--- src/rtl/uart_tx_framer.sv ---
// uart_tx_framer: standalone UART transmitter. Each byte taken through the
// valid/ready handshake is sent as one asynchronous frame:
//   start bit (low), DATA_BITS data bits LSB first, optional parity,
//   STOP_BITS stop bits (high).
// Every bit lasts exactly CLKS_PER_BIT cycles of CLK.
//
// Optional feature: define UART_TX_PARITY_EN to insert an even-parity bit
// between the data bits and the stop bit(s).
//
// Ports:
//   CLK       system clock, rising edge
//   RST       synchronous active-high reset
//   TX_DATA   byte to send; only [DATA_BITS-1:0] are transmitted
//   TX_VALID  host offers TX_DATA
//   TX_READY  byte accepted on this edge if TX_VALID (idle and not in reset)
//   TX        serial line, idles high
//   BUSY      frame in progress
//   DONE      one-cycle pulse in the last cycle of the last stop bit
module uart_tx_framer #(
  parameter int CLKS_PER_BIT = 434,
  parameter int DATA_BITS    = 8,
  parameter int STOP_BITS    = 1
) (
  input  logic       CLK,
  input  logic       RST,
  input  logic [7:0] TX_DATA,
  input  logic       TX_VALID,
  output logic       TX_READY,
  output logic       TX,
  output logic       BUSY,
  output logic       DONE
);

  localparam int BAUD_W = (CLKS_PER_BIT > 2) ? $clog2(CLKS_PER_BIT) : 1;
  localparam logic [BAUD_W-1:0] BAUD_LAST = BAUD_W'(CLKS_PER_BIT - 1);
  localparam logic [2:0]        DATA_LAST = 3'(DATA_BITS - 1);
  localparam logic [2:0]        STOP_LAST = 3'(STOP_BITS - 1);

  typedef enum logic [2:0] {
    S_IDLE,
    S_START,
    S_DATA,
    S_PARITY,
    S_STOP
  } state_e;

  state_e            state_q, state_d;
  logic [BAUD_W-1:0] baud_q, baud_d;
  logic [2:0]        bit_q, bit_d;    // data bit index, reused as stop bit index
  logic [7:0]        shift_q, shift_d;
  logic              tx_q, tx_d;
  logic              bit_end;
`ifdef UART_TX_PARITY_EN
  logic              parity_q, parity_d;
`endif

  assign bit_end  = (baud_q == BAUD_LAST);
  assign TX_READY = (state_q == S_IDLE) && !RST;
  assign TX       = tx_q;
  assign BUSY     = (state_q != S_IDLE);
  assign DONE     = (state_q == S_STOP) && bit_end && (bit_q == STOP_LAST);

  always_comb begin
    state_d  = state_q;
    baud_d   = baud_q;
    bit_d    = bit_q;
    shift_d  = shift_q;
`ifdef UART_TX_PARITY_EN
    parity_d = parity_q;
`endif

    // Baud counter free-runs inside a frame and is parked at 0 in IDLE.
    if (state_q == S_IDLE) baud_d = '0;
    else                   baud_d = bit_end ? '0 : baud_q + BAUD_W'(1);

    case (state_q)
      S_IDLE: begin
        bit_d = '0;
        if (TX_VALID && TX_READY) begin
          shift_d = TX_DATA;
`ifdef UART_TX_PARITY_EN
          // Parity is taken from the byte as latched, before any shifting.
          parity_d = ^TX_DATA[DATA_BITS-1:0];
`endif
          state_d = S_START;
        end
      end
      S_START: if (bit_end) state_d = S_DATA;
      S_DATA: begin
        if (bit_end) begin
          shift_d = shift_q >> 1;
          if (bit_q == DATA_LAST) begin
            bit_d = '0;
`ifdef UART_TX_PARITY_EN
            state_d = S_PARITY;
`else
            state_d = S_STOP;
`endif
          end else begin
            bit_d = bit_q + 3'd1;
          end
        end
      end
`ifdef UART_TX_PARITY_EN
      S_PARITY: if (bit_end) state_d = S_STOP;
`endif
      S_STOP: begin
        if (bit_end) begin
          if (bit_q == STOP_LAST) begin
            bit_d   = '0;
            state_d = S_IDLE;
          end else begin
            bit_d = bit_q + 3'd1;
          end
        end
      end
      default: state_d = S_IDLE;
    endcase

    // TX is registered from the next state so the line changes on the same
    // edge the state does, with no decode glitches on the pin.
    case (state_d)
      S_START:  tx_d = 1'b0;
      S_DATA:   tx_d = shift_d[0];
`ifdef UART_TX_PARITY_EN
      S_PARITY: tx_d = parity_d;
`endif
      default:  tx_d = 1'b1;
    endcase
  end

  always_ff @(posedge CLK) begin
    if (RST) begin
      state_q  <= S_IDLE;
      baud_q   <= '0;
      bit_q    <= '0;
      shift_q  <= '0;
      tx_q     <= 1'b1;
`ifdef UART_TX_PARITY_EN
      parity_q <= 1'b0;
`endif
    end else begin
      state_q  <= state_d;
      baud_q   <= baud_d;
      bit_q    <= bit_d;
      shift_q  <= shift_d;
      tx_q     <= tx_d;
`ifdef UART_TX_PARITY_EN
      parity_q <= parity_d;
`endif
    end
  end

endmodule

--- config.mk ---
export PLATFORM = sky130hd
export DESIGN_NAME = uart_tx_framer
export DESIGN_NICKNAME = d
export VERILOG_FILES = /design/src/rtl/uart_tx_framer.sv
export SDC_FILE = /design/constraint.sdc
export NUM_CORES = 1
export LEC_CHECK = 0
export BUFFER_PORTS_ARGS = -buffer_cell sky130_fd_sc_hd__buf_2
export CORE_MARGIN = 3
export CORE_UTILIZATION = 35
export DETAILED_ROUTE_END_ITERATION = 12
export PLACE_DENSITY_LB_ADDON = 0.08
export SLEW_MARGIN = 20
export SYNTH_ARGS = -nofsm -noshare
export SYNTH_HDL_FRONTEND = slang
export SYNTH_SLANG_ARGS = --single-unit
export TNS_END_PERCENT = 50
--- constraint.sdc ---
create_clock -name CLK -period 2.5 [get_ports CLK]
set_input_delay 0.5 -clock CLK [delete_from_list [all_inputs] [get_ports CLK]]
set_output_delay 0.5 -clock CLK [all_outputs]
set_load 0.02 [all_outputs]
==> results.yml <==
global_routing:
  grt_pass1_wl_um: 3930
  grt_util_all_layers: 0.122
  groute.layer.met2.usage: 0.189
  grt_use_met3: 0.0392
  antenna_found_initial: 0
  top_usage_layer: "met2"
  grt_use_met1: 0.162
  grt_pass1_vias: 864
  overflow: 0
  grt_max_degree: 19
logic_synthesis:
  synth-compound-area-share: 0.156
  syn-cell-area_um2: 1170
  synth-seq-cells: 24
  syn_nets: 148
  synth_edf_count: 0
  synthSimpleGateAreaFrac: 0.264
  ys_async_sr_fraction: 0
  synth.mux.area_fraction: 0
  ys.flop_type: "dfxtp_1"
  synth_top_family_by_area: "simple AND/OR/NAND/NOR gates"
  yosys_warnings: 0
  synthCells: 132
  avgSynthCellArea_um2: 8.83
  synth_cell_types: 36
  synthAdderAreaFrac: 0.0536
  ys_seq_area_frac: 0.412
  synth_xor_area_frac: 0.0601
power_and_ir_drop:
  p_int_uw: 471
  p_leak_nw: 0.470
  pwr-share-comb: 0.087
  clkPwrFrac: 0.264
  irDropWorstVdd_v: 0.000241
  power_density_nw_per_um2: 477
  finalPower_uw: 614
  power.switching_uw: 143
  p_seq_frac: 0.649
  swShare: 0.233
route:
  drt_pass1_iterations: 4
  postRouteWirelength_um: 2150
  dr.first_iter.drc_count: 75
  vias: 896
  wire_per_inst_um: 11.5
  drtAntennaViolNets: 0
  via_per_inst: 4.79
  remaining_drc_errors: 0
flow_run:
  drv_cap: 0
critical_path:
  crit_chain: "ha_1 > nand4b_2 > or2_1 > nor3_1 > buf_2"
  timing.reg2reg.setup_slack_ns: 0.50
  crit_type: "register to output port"
  slowest_stage: "dfxtp_1"
  cp-end-kind: "output port"
  slowest_delay_ns: 0.42
  cp-start-kind: "register"
  worst-path-max-fanout: 6
  worstPathRequired_ns: 2.00
  worstReg2RegStart: "baud_q[0]"
  r2r-end: "bit_q[1]"
  ff2ff_path_depth: 6
  critPathArrivalTime_ns: 1.76
clock_network:
  max-clock-path-buffers: 2
  clk_latency_ns: 0.31
  cts_max_level: 1
  root_buffer: "clkbuf_4"
  cts_resized: 0
  cts_setup_buffers: 0
  cts_tree: "done"
  cts_sinks: 24
  cts_hold_buf: 0
  clkTransAtPathRegs_ns: 0.13
  numCtsBuffers: 3
timing:
  slew_viol_final: 0
  fin_setup_tns_ns: 0
  hold_ws_ns: 0.432
  setup_violations: 0
  slew_headroom: 0.741
  fin_crit_sh: 0.903
  rsz0062_at_grt: "false"
  layout_min_cycle_time_ns: 2.26
  worst_pin_slew_ns: 0.386
  hold_viol_final: 0
  max_freq_ghz: 0.443
  skew_ns: 0.0101
finish:
  syn2layout_area_growth_pct: 10.4
  finalNonFillerCells: 187
  final_cell_mix: "dfxtp_1, nor2_1, buf_2, nand2_1, a21oi_1"
  final_common_cell: "dfxtp_1"
  antenna_cells: 0
  fin_nets: 161
  drive_gt1_frac: 0.168
  fin_area_um2: 1290
floorplanning:
  io_pins: 15
  initial_core_util: 0.373
  die_area_um2: 4060
  die_y_um: 63.7
  die_w_um: 63.7
  rows: 20
  core-area_um2: 3130
placement:
  place_inst: 184
  dpl_cell_area_um2: 1260
  gp_congestion: 0.777
  portBuffers: 14
  dp_hpwl_um: 1610
worst_hold_path:
  min_to: "shift_q[7]"
  hp-class: "input pin to register"
  hold_depth: 3
  worstHoldStart: "TX_DATA[7]"
outcome:
  status: "completed"
[kinds of logic after synthesis]
family	Yosys count
AND/OR/NAND/NOR	55
AO/OA/AOI/OAI	26
flip-flops	24
buffers and inverters	14
XOR/XNOR	8
adder cells (fa/ha/maj)	5
[per-stage QoR]
step | utilization | setup WS [ns]
floorplan | - | 0.526
global placement | 0.404 | 0.575
detailed placement | 0.404 | 0.509
CTS | 0.412 | 0.208
global route | 0.412 | 0.0596
finish | 0.412 | 0.242
[synth_stat cells (2+ instances only)]
| cell type | number | area, µm² |
|---|---|---|
| inv_1 | 6 | 22.5 |
| a22oi_1 | 6 | 45.0 |
| dfxtp_1 | 24 | 480 |
| a31oi_1 | 2 | 12.5 |
| nand3_1 | 3 | 15.0 |
| nor2_1 | 18 | 67.6 |
| ha_1 | 5 | 62.6 |
| a21oi_1 | 10 | 50.1 |
| clkbuf_1 | 4 | 15.0 |
| xor2_1 | 4 | 35.0 |
| nand2b_1 | 3 | 18.8 |
| nor3_1 | 3 | 15.0 |
| or3_1 | 2 | 12.5 |
| buf_2 | 3 | 15.0 |
| xnor2_1 | 4 | 35.0 |
| nor3b_1 | 3 | 22.5 |
| nand2_1 | 13 | 48.8 |
[power groups by stage]
stage / Clock, mW / Combinational, mW / Sequential [mW]
detailed placement: 0 / 0.0543 / 0.407
global route: 0.190 / 0.0613 / 0.400
finish: 0.162 / 0.0533 / 0.398
global placement: 0 / 0.0536 / 0.407
floorplan: 0 / 0.0352 / 0.407
CTS: 0.177 / 0.0545 / 0.399
[flip-flops by register name, summed over array words and instances, names as in the netlist]
name / cells
bit_q: 3
TX: 1
shift_q: 8
state_q: 3
baud_q: 9
[area by class of cell]
class	count	area [µm²]
clock buffer	3	22.5
fill	337	1840
inverter	6	22.5
multi-input combinational	94	622
sequential	24	480
tap	44	55.1
timing repair buffer	16	85.1
[how the worst max path moves through the flow]
stage          slack [ns]      start       end
3_5_place_dp         0.51  baud_q[0]  bit_q[0]
4_1_cts              0.21  baud_q[0]      DONE
6_report             0.24  baud_q[0]      DONE
5_1_grt              0.06  baud_q[0]      DONE
2_1_floorplan        0.53  baud_q[0]      DONE
3_3_place_gp         0.58  baud_q[0]  bit_q[1]
[critical path: cells and delay by family (launching register included)]
kind / cells / cell delay (ns)
AND/OR/NAND/NOR: 3 / 0.63
flip-flops: 1 / 0.42
buffers and inverters: 1 / 0.20
adder cells (fa/ha/maj): 1 / 0.19
[metal layers]
metal | part of all wire | wire [µm]
met2 | 0.46 | 981
met5 | 0 | 0
met3 | 0.037 | 80
met1 | 0.50 | 1070
met4 | 0.0088 | 19
Note: power is estimated with default switching activity, not from simulation.
